## config.mk

```make
export PLATFORM = sky130hd
export DESIGN_NAME = wbm_initiator
export DESIGN_NICKNAME = d
export VERILOG_FILES = /design/src/rtl/wbm_initiator.sv
export SDC_FILE = /design/constraint.sdc
export NUM_CORES = 1
export LEC_CHECK = 0
export CAP_MARGIN = 20
export CORE_ASPECT_RATIO = 1.75
export CORE_MARGIN = 3
export CORE_UTILIZATION = 30
export DETAILED_ROUTE_END_ITERATION = 6
export GPL_TIMING_DRIVEN = 0
export HOLD_SLACK_MARGIN = 0.12
export PLACE_DENSITY = 0.71
export SKIP_LAST_GASP = 1
export SYNTH_ARGS = -nofsm -noshare
export SYNTH_HDL_FRONTEND = slang
export SYNTH_SLANG_ARGS = --single-unit
export TNS_END_PERCENT = 5
```

## constraint.sdc

```tcl
create_clock -name wb_clk_i -period 1.8 [get_ports wb_clk_i]
set_input_delay 0.45 -clock wb_clk_i [delete_from_list [all_inputs] [get_ports wb_clk_i]]
set_output_delay 0.45 -clock wb_clk_i [all_outputs]
set_load 0.03 [all_outputs]
```

## src/rtl/wbm_initiator.sv

```systemverilog
`timescale 1ns/1ps
// Wishbone classic single-transfer initiator: ready/valid command in, one bus cycle, ready/valid response out.
// Define WBM_TIMEOUT_EN to build the no-ACK wait counter and abort path.
module wbm_initiator #(
  parameter int unsigned TIMEOUT_CYCLES = 255
) (
  input  logic        wb_clk_i,
  input  logic        wb_rst_n_i,
  input  logic        cmd_valid_i,
  output logic        cmd_ready_o,
  input  logic        cmd_we_i,
  input  logic [31:0] cmd_adr_i,
  input  logic [31:0] cmd_dat_i,
  input  logic [3:0]  cmd_sel_i,
  output logic        wbm_cyc_o,
  output logic        wbm_stb_o,
  output logic        wbm_we_o,
  output logic [31:0] wbm_adr_o,
  output logic [31:0] wbm_dat_o,
  output logic [3:0]  wbm_sel_o,
  input  logic        wbm_ack_i,
  input  logic [31:0] wbm_dat_i,
  output logic        rsp_valid_o,
  input  logic        rsp_ready_i,
  output logic [31:0] rsp_dat_o,
  output logic        rsp_err_o,
  output logic [15:0] txn_count_o
);

  if (TIMEOUT_CYCLES < 1 || TIMEOUT_CYCLES > 65535) begin : g_bad_timeout
    $error("wbm_initiator: TIMEOUT_CYCLES must be within 1..65535");
  end

  typedef enum logic [1:0] {
    IDLE = 2'd0,
    BUS  = 2'd1,
    RESP = 2'd2
  } state_e;

  state_e      state_q, state_d;
  logic        cmd_ready_q, cmd_ready_d;
  logic        cyc_q, cyc_d;
  logic        we_q, we_d;
  logic [31:0] adr_q, adr_d;
  logic [31:0] dat_q, dat_d;
  logic [3:0]  sel_q, sel_d;
  logic        rsp_valid_q, rsp_valid_d;
  logic [31:0] rsp_dat_q, rsp_dat_d;
  logic [15:0] txn_q, txn_d;

`ifdef WBM_TIMEOUT_EN
  localparam int unsigned CNT_W = $clog2(TIMEOUT_CYCLES + 1);
  localparam logic [CNT_W-1:0] CNT_LAST = CNT_W'(TIMEOUT_CYCLES - 1);
  logic [CNT_W-1:0] cnt_q, cnt_d;
  logic             rsp_err_q, rsp_err_d;
`endif

  always_ff @(posedge wb_clk_i or negedge wb_rst_n_i) begin
    if (!wb_rst_n_i) begin
      state_q     <= IDLE;
      cmd_ready_q <= 1'b1;
      cyc_q       <= 1'b0;
      we_q        <= 1'b0;
      adr_q       <= '0;
      dat_q       <= '0;
      sel_q       <= '0;
      rsp_valid_q <= 1'b0;
      rsp_dat_q   <= '0;
      txn_q       <= '0;
`ifdef WBM_TIMEOUT_EN
      cnt_q       <= '0;
      rsp_err_q   <= 1'b0;
`endif
    end else begin
      state_q     <= state_d;
      cmd_ready_q <= cmd_ready_d;
      cyc_q       <= cyc_d;
      we_q        <= we_d;
      adr_q       <= adr_d;
      dat_q       <= dat_d;
      sel_q       <= sel_d;
      rsp_valid_q <= rsp_valid_d;
      rsp_dat_q   <= rsp_dat_d;
      txn_q       <= txn_d;
`ifdef WBM_TIMEOUT_EN
      cnt_q       <= cnt_d;
      rsp_err_q   <= rsp_err_d;
`endif
    end
  end

  always_comb begin
    state_d     = state_q;
    cmd_ready_d = cmd_ready_q;
    cyc_d       = cyc_q;
    we_d        = we_q;
    adr_d       = adr_q;
    dat_d       = dat_q;
    sel_d       = sel_q;
    rsp_valid_d = rsp_valid_q;
    rsp_dat_d   = rsp_dat_q;
    txn_d       = txn_q;
`ifdef WBM_TIMEOUT_EN
    cnt_d       = cnt_q;
    rsp_err_d   = rsp_err_q;
`endif

    case (state_q)
      IDLE: begin
        if (cmd_valid_i && cmd_ready_q) begin
          we_d        = cmd_we_i;
          adr_d       = cmd_adr_i;
          dat_d       = cmd_dat_i;
          sel_d       = cmd_sel_i;
          cyc_d       = 1'b1;
          cmd_ready_d = 1'b0;
          state_d     = BUS;
`ifdef WBM_TIMEOUT_EN
          cnt_d       = '0;
`endif
        end
      end
      BUS: begin
        // ACK is checked first so it wins over a timeout in the same cycle
        if (wbm_ack_i) begin
          rsp_dat_d   = we_q ? 32'h0 : wbm_dat_i;
          cyc_d       = 1'b0;
          rsp_valid_d = 1'b1;
          txn_d       = txn_q + 16'd1;
          state_d     = RESP;
`ifdef WBM_TIMEOUT_EN
          rsp_err_d   = 1'b0;
        end else if (cnt_q == CNT_LAST) begin
          rsp_dat_d   = 32'h0;
          rsp_err_d   = 1'b1;
          cyc_d       = 1'b0;
          rsp_valid_d = 1'b1;
          txn_d       = txn_q + 16'd1;
          state_d     = RESP;
        end else begin
          cnt_d       = cnt_q + CNT_W'(1);
`endif
        end
      end
      RESP: begin
        if (rsp_valid_q && rsp_ready_i) begin
          rsp_valid_d = 1'b0;
          cmd_ready_d = 1'b1;
          state_d     = IDLE;
        end
      end
      default: begin
        state_d     = IDLE;
        cmd_ready_d = 1'b1;
        cyc_d       = 1'b0;
        rsp_valid_d = 1'b0;
      end
    endcase
  end

  assign cmd_ready_o = cmd_ready_q;
  assign wbm_cyc_o   = cyc_q;
  assign wbm_stb_o   = cyc_q;
  assign wbm_we_o    = we_q;
  assign wbm_adr_o   = adr_q;
  assign wbm_dat_o   = dat_q;
  assign wbm_sel_o   = sel_q;
  assign rsp_valid_o = rsp_valid_q;
  assign rsp_dat_o   = rsp_dat_q;
  assign txn_count_o = txn_q;
`ifdef WBM_TIMEOUT_EN
  assign rsp_err_o   = rsp_err_q;
`else
  assign rsp_err_o   = 1'b0;
`endif

endmodule

```

# Yosys cells after proc, flatten, opt, wreduce, memory -nomap -nowiden
# Cells that the tools add are included.
# Widths: inputs -> output; s select.
# classes
add_sub_neg,1
multipliers,0
n_div,0
order_cmp,0
eq_ne,5
n_shift,0
mux,14
bitwise,3
n_reduce_logical,9
# op_table
op,count
$mux 32,1
$add 16x1->16 const B,1
$reduce_and 3->1,4
$pmux 1 s3,3
$mux 1,6
$mux 2,3
$ne 2x2->1 const B,3
$pmux 2 s3,1
$reduce_and 2->1,2
$not 1->1,3
$eq 2x1->1 const B,1
$eq 2x2->1 const B,1
$logic_and 1x1->1,2
$logic_not 2->1,1
# word_totals
ff_bits,122
latchBits,0
mem_bits_rw,0
mem_bits_ro,0
in_bits,106
output_inout_bits,122
word_cells,42
memories,0

# Depth between registers and ports, before layout
# depth
ltp_word,3
mapped_depth,6
ltp_nobuf,5

# Worst setup path before layout
# No wires, ideal clock.
# synth_timing
kind,register to register
startpoint,register txn_q[0] (netlist: txn_count_o[0])
endpoint,register txn_q[14] (netlist: txn_count_o[14])
setup_ns,0.080
t_arrival_ns,1.658
t_required_ns,1.720
slack_ns,0.061
path_stages_with_launch,6
path_buffers,0
synth_period_minus_slack_ns,1.739
cell_sequence,dfrtp_1 ha_1 nand4b_1 or2_1 nor4_1 xor2_1
# synth_via
elab_chain_cells,1
# synth_rtl
item,line,text
from (decl),49,"logic [15:0] txn_q, txn_d;"
from (signal assigned),84,txn_q <= txn_d;
$add 16x1->16,129,txn_d = txn_q + 16'd1;
# No other way between the ends.
# A chain may end at the register's enable or synchronous reset.

# Final worst setup path
# layout_timing
startpoint,register txn_q[7] (netlist: txn_count_o[7])
endpoint,output txn_count_o[7]
# layout_lines
item,line,text
to (decl),27,output logic [15:0] txn_count_o
# No word-level cell between the ends.

==> flow_summary.json <==
{
  "power.density_mw_per_mm2": 1821,
  "syn_avg_cell_area_um2": 12.98,
  "peakVddDrop_v": 0.0009426,
  "diodes": 0,
  "tightest_slew_ns": 0.5187,
  "p_leak_nw": 3.698,
  "met1_usage_pct": 15.44,
  "clk_latency_ns": 0.40,
  "avgRoutedWirePerCell_um": 16.22,
  "fin_cells": 826,
  "seq_power_share_pct": 30.4,
  "antenna_found_initial": 0,
  "num_rows": 60,
  "layout_commonest_cell": "clkdlybuf4s50_1",
  "fin_skew_ns": 0.01073,
  "met3_usage_pct": 5.261,
  "dr.first_iter.drc_count": 53,
  "setup_viol": 117,
  "cts_sinks": 122,
  "ff2ff_setup_slack_ns": -0.01,
  "layout-drive-gt1-share_pct": 17.97,
  "setup_tns_ns": -8.265,
  "cts_tree": "yes",
  "critPathBufInv": 1,
  "finalPower_w": 0.01478,
  "start_kind": "flop",
  "outcome": "complete, but fails checks",
  "start_util_pct": 31.00,
  "crit_slowest_cell": "clkdlybuf4s50_1",
  "busiest_layer": "met2",
  "num-fill-cells": 1379,
  "p_int_w": 0.009250,
  "syn_nets": 480,
  "nNetsFinal": 734,
  "drv_slew": 0,
  "timing.final.ws_setup_ns": -0.1593,
  "rsz0062_at_grt": "true",
  "root_buffer": "clkbuf_16",
  "worstPathArrival_ns": 1.51,
  "p_sw_share_pct": 37.43,
  "grt_max_degree": 104,
  "die_area_mm2": 0.01776,
  "violations": "negative setup slack",
  "cts.path.max_buffers": 2,
  "clockPowerShare_pct": 24.7,
  "ys_warn_count": 0,
  "synth_cell_types": 31,
  "drt_wl_total_um": 13400,
  "crit_chain": "clkdlybuf4s50_1",
  "htree_levels": 4,
  "cts.clk_slew.worst_paths_ns": 0.06,
  "area_growth_pct": 67.69,
  "dieWidth_um": 102.0,
  "finalHoldViolCount": 0,
  "min_path_type": "in2async",
  "use_met2_pct": 28.61,
  "ys_ff_latch": 122,
  "die_h_um": 174.0,
  "coreArea_mm2": 0.01562,
  "grt_pass1_vias": 4121,
  "fin_crit_sh_pct": 108.9,
  "ys_seq_area_share_pct": 63.09,
  "p_sw_w": 0.005533,
  "port_buffers": 226,
  "clock.fmax_ghz": 0.5104,
  "slowest_delay_ns": 0.71,
  "worst-path-max-fanout": 4,
  "final_cell_mix": "213 x clkdlybuf4s50_1, 121 x dfrtp_1, 54 x mux2_2",
  "placedCellCount": 786,
  "ant_nets": 0,
  "synth_cells": 373,
  "place_hpwl_um": 10410,
  "numCtsBuffers": 17,
  "worstPathRequired_ns": 1.35,
  "path_class": "reg2out",
  "worst_setup_path_end_kind": "output port",
  "syn_area_mm2": 0.004841,
  "max_slew_margin_pct": 65.42,
  "vias": 3734,
  "pin_count": 228,
  "pre_cts_slack_ns": -0.6225,
  "overflow": 0,
  "drc": 0,
  "drt_pre_antenna_iters": 4,
  "viasPerCell": 4.521,
  "gp_congestion": 0.7432,
  "grt_util_all_layers_pct": 15.30,
  "min_period_ns": 1.959,
  "grt_pass1_wl_um": 21250,
  "pwr-share-comb_pct": 44.9,
  "cap_violations": 0,
  "cp_top_family": "buffers and inverters"
}
## synth_stat cells
cell type	n	area share [%]
nor4_2	1	0.26
dfrtp_1	121	63
clkbuf_1	9	0.70
conb_1	1	0.077
or2_1	1	0.13
nand4b_1	1	0.18
nand3_1	5	0.52
inv_1	1	0.077
or3_1	1	0.13
a21o_1	2	0.31
mux2_2	54	13
nor4_4	1	0.44
nor2_1	8	0.62
o21ai_0	34	3.5
mux2_1	16	3.7
nor3_2	1	0.21
buf_4	2	0.31
nor3_1	2	0.21
xnor2_1	7	1.3
nand4_1	2	0.26
nand2_1	42	3.3
buf_1	1	0.077
xor2_1	8	1.4
nor4_1	1	0.13
dfstp_2	1	0.54
nand2b_1	33	4.3
or2_2	1	0.13
ha_1	1	0.26
a21oi_1	4	0.41
nand3b_4	1	0.41
buf_2	10	1.0
## state kept, by name, indices dropped and copies added (netlist names), 2 cells and up
name,flops
rsp_dat_o,32
wbm_sel_o,4
txn_count_o,16
state_q,2
wbm_dat_o,32
wbm_adr_o,32
## timing repair
action | in CTS | in global routing
hold buffers | 1 | 0
resized for setup | 6 | 13
hold endpoints to repair | 19 | 0
setup endpoints to repair | 202 | 213
cloned | 0 | 0
buffers inserted | 2 | 5
pin swaps | 1 | 4
## through the flow
stage,hold slack [ns],utilization [%],instance area [um^2]
after floorplan,0.1544,-,4841
after global placement,0.4589,46.98,7336
after detailed placement,0.3064,47.16,7365
after CTS,0.4554,51.47,8038
after global routing,0.4753,51.99,8118
final,0.4666,51.99,8118
## path summary, 6_finish.rpt
kind | from | end | cells after the start
worst min-delay path | wb_rst_n_i | wbm_adr_o[0]$_DFFE_PN0P_ | 2
min in group wb_clk_i | txn_count_o[15]$_DFFE_PN0P_ | txn_count_o[15]$_DFFE_PN0P_ | 1
worst max-delay path | txn_count_o[7]$_DFFE_PN0P_ | txn_count_o[7] | 1
worst min register to register | txn_count_o[15]$_DFFE_PN0P_ | txn_count_o[15]$_DFFE_PN0P_ | 1
worst max register to register | state_q[0]$_DFFE_PN0P_ | wbm_adr_o[20]$_DFFE_PN0P_ | 6
max in group asynchronous | wb_rst_n_i | rsp_dat_o[0]$_DFFE_PN0P_ | 3
## area by class of cell
type                            count  area (um^2)  area share, %
Sequential cell                   122         3054          37.62
Timing Repair Buffer              235         2376          29.27
Multi-Input combinational cell    228         1704          20.99
Clock buffer                       17        425.4          5.240
Tap cell                          186        232.7          2.867
Clock inverter                     15        211.5          2.605
Buffer                             22        110.1          1.356
Inverter                            1        3.754        0.04624
## metal layers
| metal | routed length, um | up-vias |
|---|---|---|
| li1 | - | 1758 |
| met3 | 1054 | 11 |
| met1 | 4622 | 1814 |
| met5 | 0 | - |
| met2 | 7525 | 151 |
| met4 | 196 | 0 |
## kinds of logic (layout without fill, tap and decap cells)
group | count (synthesis) | count (layout) | synth area share [%]
flip-flops | 122 | 122 | 63.09
AO/OA/AOI/OAI | 40 | 40 | 4.239
XOR/XNOR | 15 | 15 | 2.714
multiplexers | 70 | 70 | 16.28
AND/OR/NAND/NOR | 101 | 101 | 11.14
other | 1 | 1 | 0.07747
adder cells (fa/ha/maj) | 1 | 1 | 0.2584
buffers and inverters | 23 | 290 | 2.197
## power groups by stage
stage               clock [W]  combinational (W)  sequential [W]
detailed placement          0            0.00668         0.00457
global placement            0            0.00656         0.00450
floorplan                   0            0.00129         0.00680
CTS                   0.00375            0.00670         0.00453
global route          0.00387            0.00700         0.00466
finish                0.00365            0.00664         0.00450
No activity file was read; power rests on OpenSTA's default activity.
